### src/rtl/pulse_readout_sequencer_pkg.sv
// Shared definitions for the pulse readout path: FSM state encoding, frame sync byte and the
// default capture length. Also used by data_buffer and the host-side frame decoder.
package pulse_readout_sequencer_pkg;

    // Sequencer states.
    typedef enum logic [2:0] {
        ST_IDLE      = 3'd0,
        ST_CAPTURE   = 3'd1,
        ST_SEND_SYNC = 3'd2,
        ST_FETCH     = 3'd3,
        ST_SEND_HI   = 3'd4,
        ST_SEND_LO   = 3'd5,
        ST_WAIT_LAST = 3'd6,
        ST_HOLDOFF   = 3'd7
    } state_t;

    // First byte of every frame.
    localparam logic [7:0] SYNC_BYTE_DEF = 8'hA5;

    // Samples captured per pulse, trigger sample included.
    localparam int unsigned N_SAMPLES_DEF = 16;

endpackage

### src/rtl/pulse_readout_sequencer_trigger.sv
// pulse_trigger: armed flag plus threshold compare.
// Ports: clk, rst_n; enable (sequencer is in IDLE); sample_in/sample_valid (ADC stream);
//        threshold (trigger level); trigger_c (combinational trigger, same cycle as the sample).
module pulse_trigger #(
    parameter int unsigned DATA_W = 16
) (
    input  logic              clk,
    input  logic              rst_n,
    input  logic              enable,
    input  logic [DATA_W-1:0] sample_in,
    input  logic              sample_valid,
    input  logic [DATA_W-1:0] threshold,
    output logic              trigger_c
);

    logic armed;
    logic below_c;

    assign below_c   = (sample_in < threshold);
    assign trigger_c = enable && sample_valid && armed && !below_c;

    // A valid sample in IDLE re-evaluates armed: below threshold arms, anything else
    // (including the trigger sample itself) leaves it clear. Samples outside IDLE are ignored.
    always_ff @(posedge clk or negedge rst_n) begin
        if (!rst_n) begin
            armed <= 1'b0;
        end else if (enable && sample_valid) begin
            armed <= below_c;
        end
    end

endmodule

### src/rtl/pulse_readout_sequencer.sv
// pulse_readout_sequencer: captures N_SAMPLES ADC samples after a threshold crossing into the
// buffer RAM, then reads them back and streams one frame (sync byte, then hi/lo byte per
// sample) to the UART transmitter, counts completed frames and waits HOLDOFF cycles.
// Ports: clk, rst_n; sample_in/sample_valid/threshold (ADC side);
//        buf_wr_en/buf_wr_addr/buf_wr_data, buf_rd_addr/buf_rd_data (buffer RAM, 1-cycle read);
//        tx_data/tx_start/tx_ready (UART); busy (not IDLE); pulse_count (completed frames).
module pulse_readout_sequencer
    import pulse_readout_sequencer_pkg::*;
#(
    parameter int unsigned DATA_W    = 16,
    parameter int unsigned N_SAMPLES = N_SAMPLES_DEF,
    parameter int unsigned ADDR_W    = 4,
    parameter logic [7:0]  SYNC_BYTE = SYNC_BYTE_DEF,
    parameter int unsigned HOLDOFF   = 1000
) (
    input  logic              clk,
    input  logic              rst_n,
    input  logic [DATA_W-1:0] sample_in,
    input  logic              sample_valid,
    input  logic [DATA_W-1:0] threshold,
    output logic              buf_wr_en,
    output logic [ADDR_W-1:0] buf_wr_addr,
    output logic [DATA_W-1:0] buf_wr_data,
    output logic [ADDR_W-1:0] buf_rd_addr,
    input  logic [DATA_W-1:0] buf_rd_data,
    output logic [7:0]        tx_data,
    output logic              tx_start,
    input  logic              tx_ready,
    output logic              busy,
    output logic [15:0]       pulse_count
);

    localparam int unsigned IDX_W = ADDR_W + 1;
    localparam int unsigned HO_W  = $clog2(HOLDOFF + 1);
    localparam logic [IDX_W-1:0] LAST_IDX = IDX_W'(N_SAMPLES - 1);
    localparam logic [HO_W-1:0]  HO_LAST  = HO_W'(HOLDOFF - 1);

    state_t            state_q, state_d;
    logic [IDX_W-1:0]  idx_q, idx_d;
    logic [HO_W-1:0]   ho_cnt_q, ho_cnt_d;
    logic              fetch_ph_q, fetch_ph_d;
    logic [DATA_W-1:0] hold_q, hold_d;

    logic              wr_en_d;
    logic [ADDR_W-1:0] wr_addr_d;
    logic [DATA_W-1:0] wr_data_d;
    logic [ADDR_W-1:0] rd_addr_d;
    logic [7:0]        tx_data_d;
    logic              tx_start_d;
    logic              busy_d;
    logic [15:0]       pc_d;

    logic              trigger_c;
    logic              tx_ok_c;

    pulse_trigger #(
        .DATA_W (DATA_W)
    ) u_trigger (
        .clk          (clk),
        .rst_n        (rst_n),
        .enable       (state_q == ST_IDLE),
        .sample_in    (sample_in),
        .sample_valid (sample_valid),
        .threshold    (threshold),
        .trigger_c    (trigger_c)
    );

    // A new byte may be decided only while no start is in flight and the UART reports idle;
    // since tx_start is registered this also keeps starts at least two cycles apart.
    assign tx_ok_c = tx_ready && !tx_start;

    // Next-state and registered-output decode.
    always_comb begin
        state_d    = state_q;
        idx_d      = idx_q;
        ho_cnt_d   = ho_cnt_q;
        fetch_ph_d = fetch_ph_q;
        hold_d     = hold_q;
        wr_en_d    = 1'b0;
        wr_addr_d  = '0;
        wr_data_d  = '0;
        rd_addr_d  = buf_rd_addr;
        tx_start_d = 1'b0;
        tx_data_d  = '0;
        pc_d       = pulse_count;

        case (state_q)
            ST_IDLE: begin
                if (trigger_c) begin
                    wr_en_d   = 1'b1;
                    wr_addr_d = '0;
                    wr_data_d = sample_in;
                    idx_d     = IDX_W'(1);
                    state_d   = (N_SAMPLES == 1) ? ST_SEND_SYNC : ST_CAPTURE;
                end
            end
            ST_CAPTURE: begin
                if (sample_valid) begin
                    wr_en_d   = 1'b1;
                    wr_addr_d = idx_q[ADDR_W-1:0];
                    wr_data_d = sample_in;
                    if (idx_q == LAST_IDX) begin
                        state_d = ST_SEND_SYNC;
                    end else begin
                        idx_d = idx_q + IDX_W'(1);
                    end
                end
            end
            ST_SEND_SYNC: begin
                if (tx_ok_c) begin
                    tx_start_d = 1'b1;
                    tx_data_d  = SYNC_BYTE;
                    idx_d      = '0;
                    rd_addr_d  = '0;
                    fetch_ph_d = 1'b0;
                    state_d    = ST_FETCH;
                end
            end
            ST_FETCH: begin
                // Phase 0 presents the address, phase 1 sees the RAM output.
                if (!fetch_ph_q) begin
                    fetch_ph_d = 1'b1;
                end else begin
                    hold_d  = buf_rd_data;
                    state_d = ST_SEND_HI;
                end
            end
            ST_SEND_HI: begin
                if (tx_ok_c) begin
                    tx_start_d = 1'b1;
                    tx_data_d  = 8'(hold_q[DATA_W-1:8]);
                    state_d    = ST_SEND_LO;
                end
            end
            ST_SEND_LO: begin
                if (tx_ok_c) begin
                    tx_start_d = 1'b1;
                    tx_data_d  = hold_q[7:0];
                    if (idx_q == LAST_IDX) begin
                        state_d = ST_WAIT_LAST;
                    end else begin
                        idx_d      = idx_q + IDX_W'(1);
                        rd_addr_d  = ADDR_W'(idx_q + IDX_W'(1));
                        fetch_ph_d = 1'b0;
                        state_d    = ST_FETCH;
                    end
                end
            end
            ST_WAIT_LAST: begin
                if (tx_ok_c) begin
                    pc_d     = pulse_count + 16'd1;
                    ho_cnt_d = '0;
                    state_d  = ST_HOLDOFF;
                end
            end
            ST_HOLDOFF: begin
                if (ho_cnt_q == HO_LAST) begin
                    state_d = ST_IDLE;
                end else begin
                    ho_cnt_d = ho_cnt_q + HO_W'(1);
                end
            end
            default: begin
                state_d = ST_IDLE;
            end
        endcase

        busy_d = (state_d != ST_IDLE);
    end

    // State and output registers.
    always_ff @(posedge clk or negedge rst_n) begin
        if (!rst_n) begin
            state_q     <= ST_IDLE;
            idx_q       <= '0;
            ho_cnt_q    <= '0;
            fetch_ph_q  <= 1'b0;
            hold_q      <= '0;
            buf_wr_en   <= 1'b0;
            buf_wr_addr <= '0;
            buf_wr_data <= '0;
            buf_rd_addr <= '0;
            tx_data     <= '0;
            tx_start    <= 1'b0;
            busy        <= 1'b0;
            pulse_count <= '0;
        end else begin
            state_q     <= state_d;
            idx_q       <= idx_d;
            ho_cnt_q    <= ho_cnt_d;
            fetch_ph_q  <= fetch_ph_d;
            hold_q      <= hold_d;
            buf_wr_en   <= wr_en_d;
            buf_wr_addr <= wr_addr_d;
            buf_wr_data <= wr_data_d;
            buf_rd_addr <= rd_addr_d;
            tx_data     <= tx_data_d;
            tx_start    <= tx_start_d;
            busy        <= busy_d;
            pulse_count <= pc_d;
        end
    end

endmodule
### config.mk
export PLATFORM = sky130hd
export DESIGN_NAME = pulse_readout_sequencer
export DESIGN_NICKNAME = d
export VERILOG_FILES = /design/src/rtl/pulse_readout_sequencer_pkg.sv /design/src/rtl/pulse_readout_sequencer_trigger.sv /design/src/rtl/pulse_readout_sequencer.sv
export SDC_FILE = /design/constraint.sdc
export NUM_CORES = 1
export LEC_CHECK = 0
export ABC_CLOCK_PERIOD_IN_PS = 2100
export CAP_MARGIN = 0
export CELL_PAD_IN_SITES_DETAIL_PLACEMENT = 0
export CELL_PAD_IN_SITES_GLOBAL_PLACEMENT = 1
export CORE_UTILIZATION = 35
export CTS_BUF_LIST = sky130_fd_sc_hd__clkbuf_4
export DETAILED_ROUTE_END_ITERATION = 8
export PLACE_DENSITY = 0.78
export SLEW_MARGIN = 20
export SYNTH_ARGS = -nofsm -noshare
export SYNTH_HDL_FRONTEND = slang
export SYNTH_SLANG_ARGS = --single-unit
### constraint.sdc
create_clock -name clk -period 2.1 [get_ports clk]
set_input_delay 0.21 -clock clk [delete_from_list [all_inputs] [get_ports clk]]
set_output_delay 0.21 -clock clk [all_outputs]
set_load 0.01 [all_outputs]
==> results by group <==
Yosys
  • Top-area cell type share of the netlist area: 0.529
  • Combinational family with the most area after synthesis: simple AND/OR/NAND/NOR gates
  • Post-synth EDFFs: 0
  • Mux cell area share after synthesis: 0.0271
  • Cell taking the most area after synthesis: dfrtp_1
  • Post-Synth Adder-Cell Area: 0.0578
  • Synth Area in XOR/XNOR: 0.0532
  • Register area share after synthesis: 0.529
  • Synth top area cells: dfrtp_1 (53%), nand2_1 (6.4%), ha_1 (5.8%), a21boi_0 (3.1%), nor2_1 (2.8%)
  • Post-Synthesis Cells: 407
  • Main synth FF type: dfrtp_1
  • Simple-Gate Fraction of Synth Area: 0.186
  • Yosys cell types: 51
  • Post-Syn Area: around 4000 sq um
  • Mean Syn Cell Area: roughly 10 sq um
  • Post-synthesis compound-gate area fraction: 0.103
  • Mapped Nets: ~480
  • YS warnings: 0
  • Yosys reg bits: between 80 and 90
  • Asr flop ratio synth: 1.00

STA
  • Final setup viols: 0
  • Slew Limit Fails: 0
  • RSZ-0062 raised after global routing: yes
  • Final Cycle Share: 0.991
  • F_max: a little under 500 MHz
  • Clock Skew: 0.0176 ns
  • Final hold violation count: 0
  • Max_slew headroom: 0.668
  • Slew @ Worst Pin: around 0.5 ns
  • Minimum clock period: roughly 2.1 ns

GRT
  • First-pass GRT wire length: around 16,000 um
  • Met2 usage: 0.258
  • Initial antenna violation count: 0
  • Top Usage Layer GRT: met2
  • Met1 Track Usage GR: 0.205
  • Met3 usage: 0.0521
  • Largest net degree at the start of global routing: 40
  • Number of global-route vias before repair: ~3,400
  • GRT Util Overall: 0.162
  • Remaining global-route overflow: 0

Drt
  • Post-DR vias/cell: ~4.8
  • Vias: between 3,000 and 4,000
  • DR WL/cell: 13.7 um
  • Detail Route Antenna Nets: 0
  • Drt drc: 0
  • TritonRoute pass-1 iters: 4
  • Initial drt markers: about 180
  • Routed WL: 9360 um

Die
  • Die H: between 100 and 150 um
  • Core box area: between 10,000 and 15,000 sq um
  • Row cnt: 39
  • DIE AREA: approximately 12,000 sq um
  • Initial core utilization: 0.361
  • I/O pins: 103
  • Die width: roughly 110 um

CTS
  • Post-CTS Setup Inserts: 0
  • Clock transition at path regs: roughly 0.15 ns
  • Root Driver: clkbuf_4
  • Clk buf depth: 2
  • Worst-skew pair later-pin latency: about 0.46 ns
  • Htree depth: 3
  • CTS tree: built
  • CTS Buf Count: 9
  • Clock tree sinks: 87

Setup path
  • RR Endpoint: idx_q[0]
  • Crit-path most repeated cell: a221oi_2
  • Crit path max fanout: 3
  • CP arrival: roughly 2.4 ns
  • Worst path slowest cell: dfrtp_1
  • Cell-by-cell trace of the critical path: ha_2 > and3_4 > ha_4 > nand2b_4 > a221oi_2 > a31oi_2 > a221oi_2 > mux2_4
  • Startpoint Class: flop
  • CP Capture Type: flop
  • Largest stage delay, worst path: 0.42 ns
  • Worst Path Class, Setup: flop to flop
  • Worst reg-to-reg setup slack: around 0.019 ns
  • Critical Path RT: around 2.5 ns
  • Reg2Reg Depth: 8
  • R2R Path Start: idx_q[0]

Run status
  • Status: completed

Pwr
  • Power per standard cell area: approximately 800 nW/um^2
  • IR drop worst, VDD: around 370 uV
  • Total Power: 4.59 mW
  • Leak: 2.61 nW

Layout
  • Area of the multi-input gates: about 1800 sq um
  • Post-layout instance area: 5720 sq um
  • Antenna Diode Count: 0
  • Layout Area Growth over Synthesis: 39.1%
  • Post-layout nets: roughly 610
  • Layout cells sized above 1: 0.120
  • Seq. cell area: between 2000 and 2500 sq um
  • Final-layout fill cell count: about 1,100

Worst hold path
  • Min-Delay Path Class: primary input to async pin

Placed design
  • Placer Congestion: about 0.8
  • DPL Wire Length: 6900 um
  • Placed cell areas: ~5500 sq um
  • IO buf count: about 100

Run
  • Max Cap Viol: 0
cells in the mapped netlist, types with 6 or more instances:
master / number
ha_1: 19
xnor2_1: 12
nand4_1: 11
inv_1: 29
a21oi_1: 12
nor2_1: 31
o21ai_0: 6
xor2_1: 13
and3_1: 6
a21boi_0: 17
nand3_1: 14
clkbuf_1: 8
dfrtp_1: 87
nor3_1: 6
nand2_1: 70
sequential cells by signal (all words and copies together) (netlist names), 4 cells and up:
name / flops
tx_data: 8
hold_q: 16
buf_wr_data: 16
buf_wr_addr: 4
pulse_count: 16
idx_q: 5
ho_cnt_q: 10
buf_rd_addr: 4
power by group:
group          total [mW]  internal [mW]  switching, mW
clock                1.12          0.495          0.624
sequential           2.03           1.90          0.127
combinational        1.45          0.758          0.689
total                4.59           3.15           1.44
through the flow:
stage                     TNS (ns)  worst slack, ns   util  hold slack (ns)  instances
after floorplan            -0.0102          -0.0102      -          -0.0856        407
after global placement       -3.93           -0.233  0.484            0.214        668
after detailed placement     -5.81           -0.324  0.484            0.217        668
after CTS                        0           0.0207  0.500            0.215        685
after global routing        -0.129          -0.0502  0.501            0.242        685
final                            0           0.0187  0.501            0.234        685
final cells by class:
type | instances | area share
clock buffer | 9 | 0.0118
sequential | 87 | 0.380
clock inverter | 7 | 0.0179
timing repair buffer | 133 | 0.223
inverter | 30 | 0.0197
multi-input combinational | 276 | 0.316
tap | 143 | 0.0313
critical path, delay by kind of cell (launching register included):
kind                       cells  cell delay (ns)
AOI/OAI and AO/OA              3             0.60
adders and majority gates      2             0.34
DFF                            1             0.42
muxes                          1             0.33
and+or+nand+nor                2             0.30
timing repair:
action                     CTS  global route
hold endpoints to repair    37             0
resized for setup            0             2
hold buffers                 1             0
setup endpoints to repair    0             4
cells by family after synthesis:
| logic type | after synthesis |
|---|---|
| adders and majority gates | 19 |
| xor gates and xnor gates | 25 |
| DFF | 87 |
| buffers and inverters | 44 |
| muxes | 10 |
| AOI/OAI and AO/OA | 61 |
| and+or+nand+nor | 161 |
how the worst max path moves through the flow:
stage | from | end | depth (start not counted)
2_1_floorplan | idx_q[0] | idx_q[0] | 8
3_3_place_gp | threshold[15] | idx_q[0] | 8
3_5_place_dp | threshold[15] | idx_q[0] | 8
4_1_cts | idx_q[0] | idx_q[0] | 8
5_1_grt | idx_q[0] | idx_q[0] | 8
6_report | idx_q[0] | idx_q[0] | 8
placed cells by master, fill, tap and decap left out, types with 5 or more instances in the layout:
cell type,netlist,layout
ha_1,19,17
nand4_1,11,11
nand3_1,14,14
xnor2_1,12,12
xor2_1,13,13
a21oi_1,12,12
nand2_1,70,70
inv_1,29,29
a21boi_0,17,17
mux2_2,5,5
and3_1,6,5
buf_4,1,29
clkdlybuf4s50_1,0,101
nor3_1,6,6
o21ai_0,6,6
nor2_1,31,31
clkbuf_4,0,9
dfrtp_1,87,87
layer usage:
metal  vias to the layer above  share of wire  wire length, um
met2                        77           0.46             4340
met5                         -              0                0
li1                       1645              -                -
met4                         0          0.017              157
met3                        12          0.065              605
met1                      1564           0.46             4260
(Power assumes the default switching activity.)
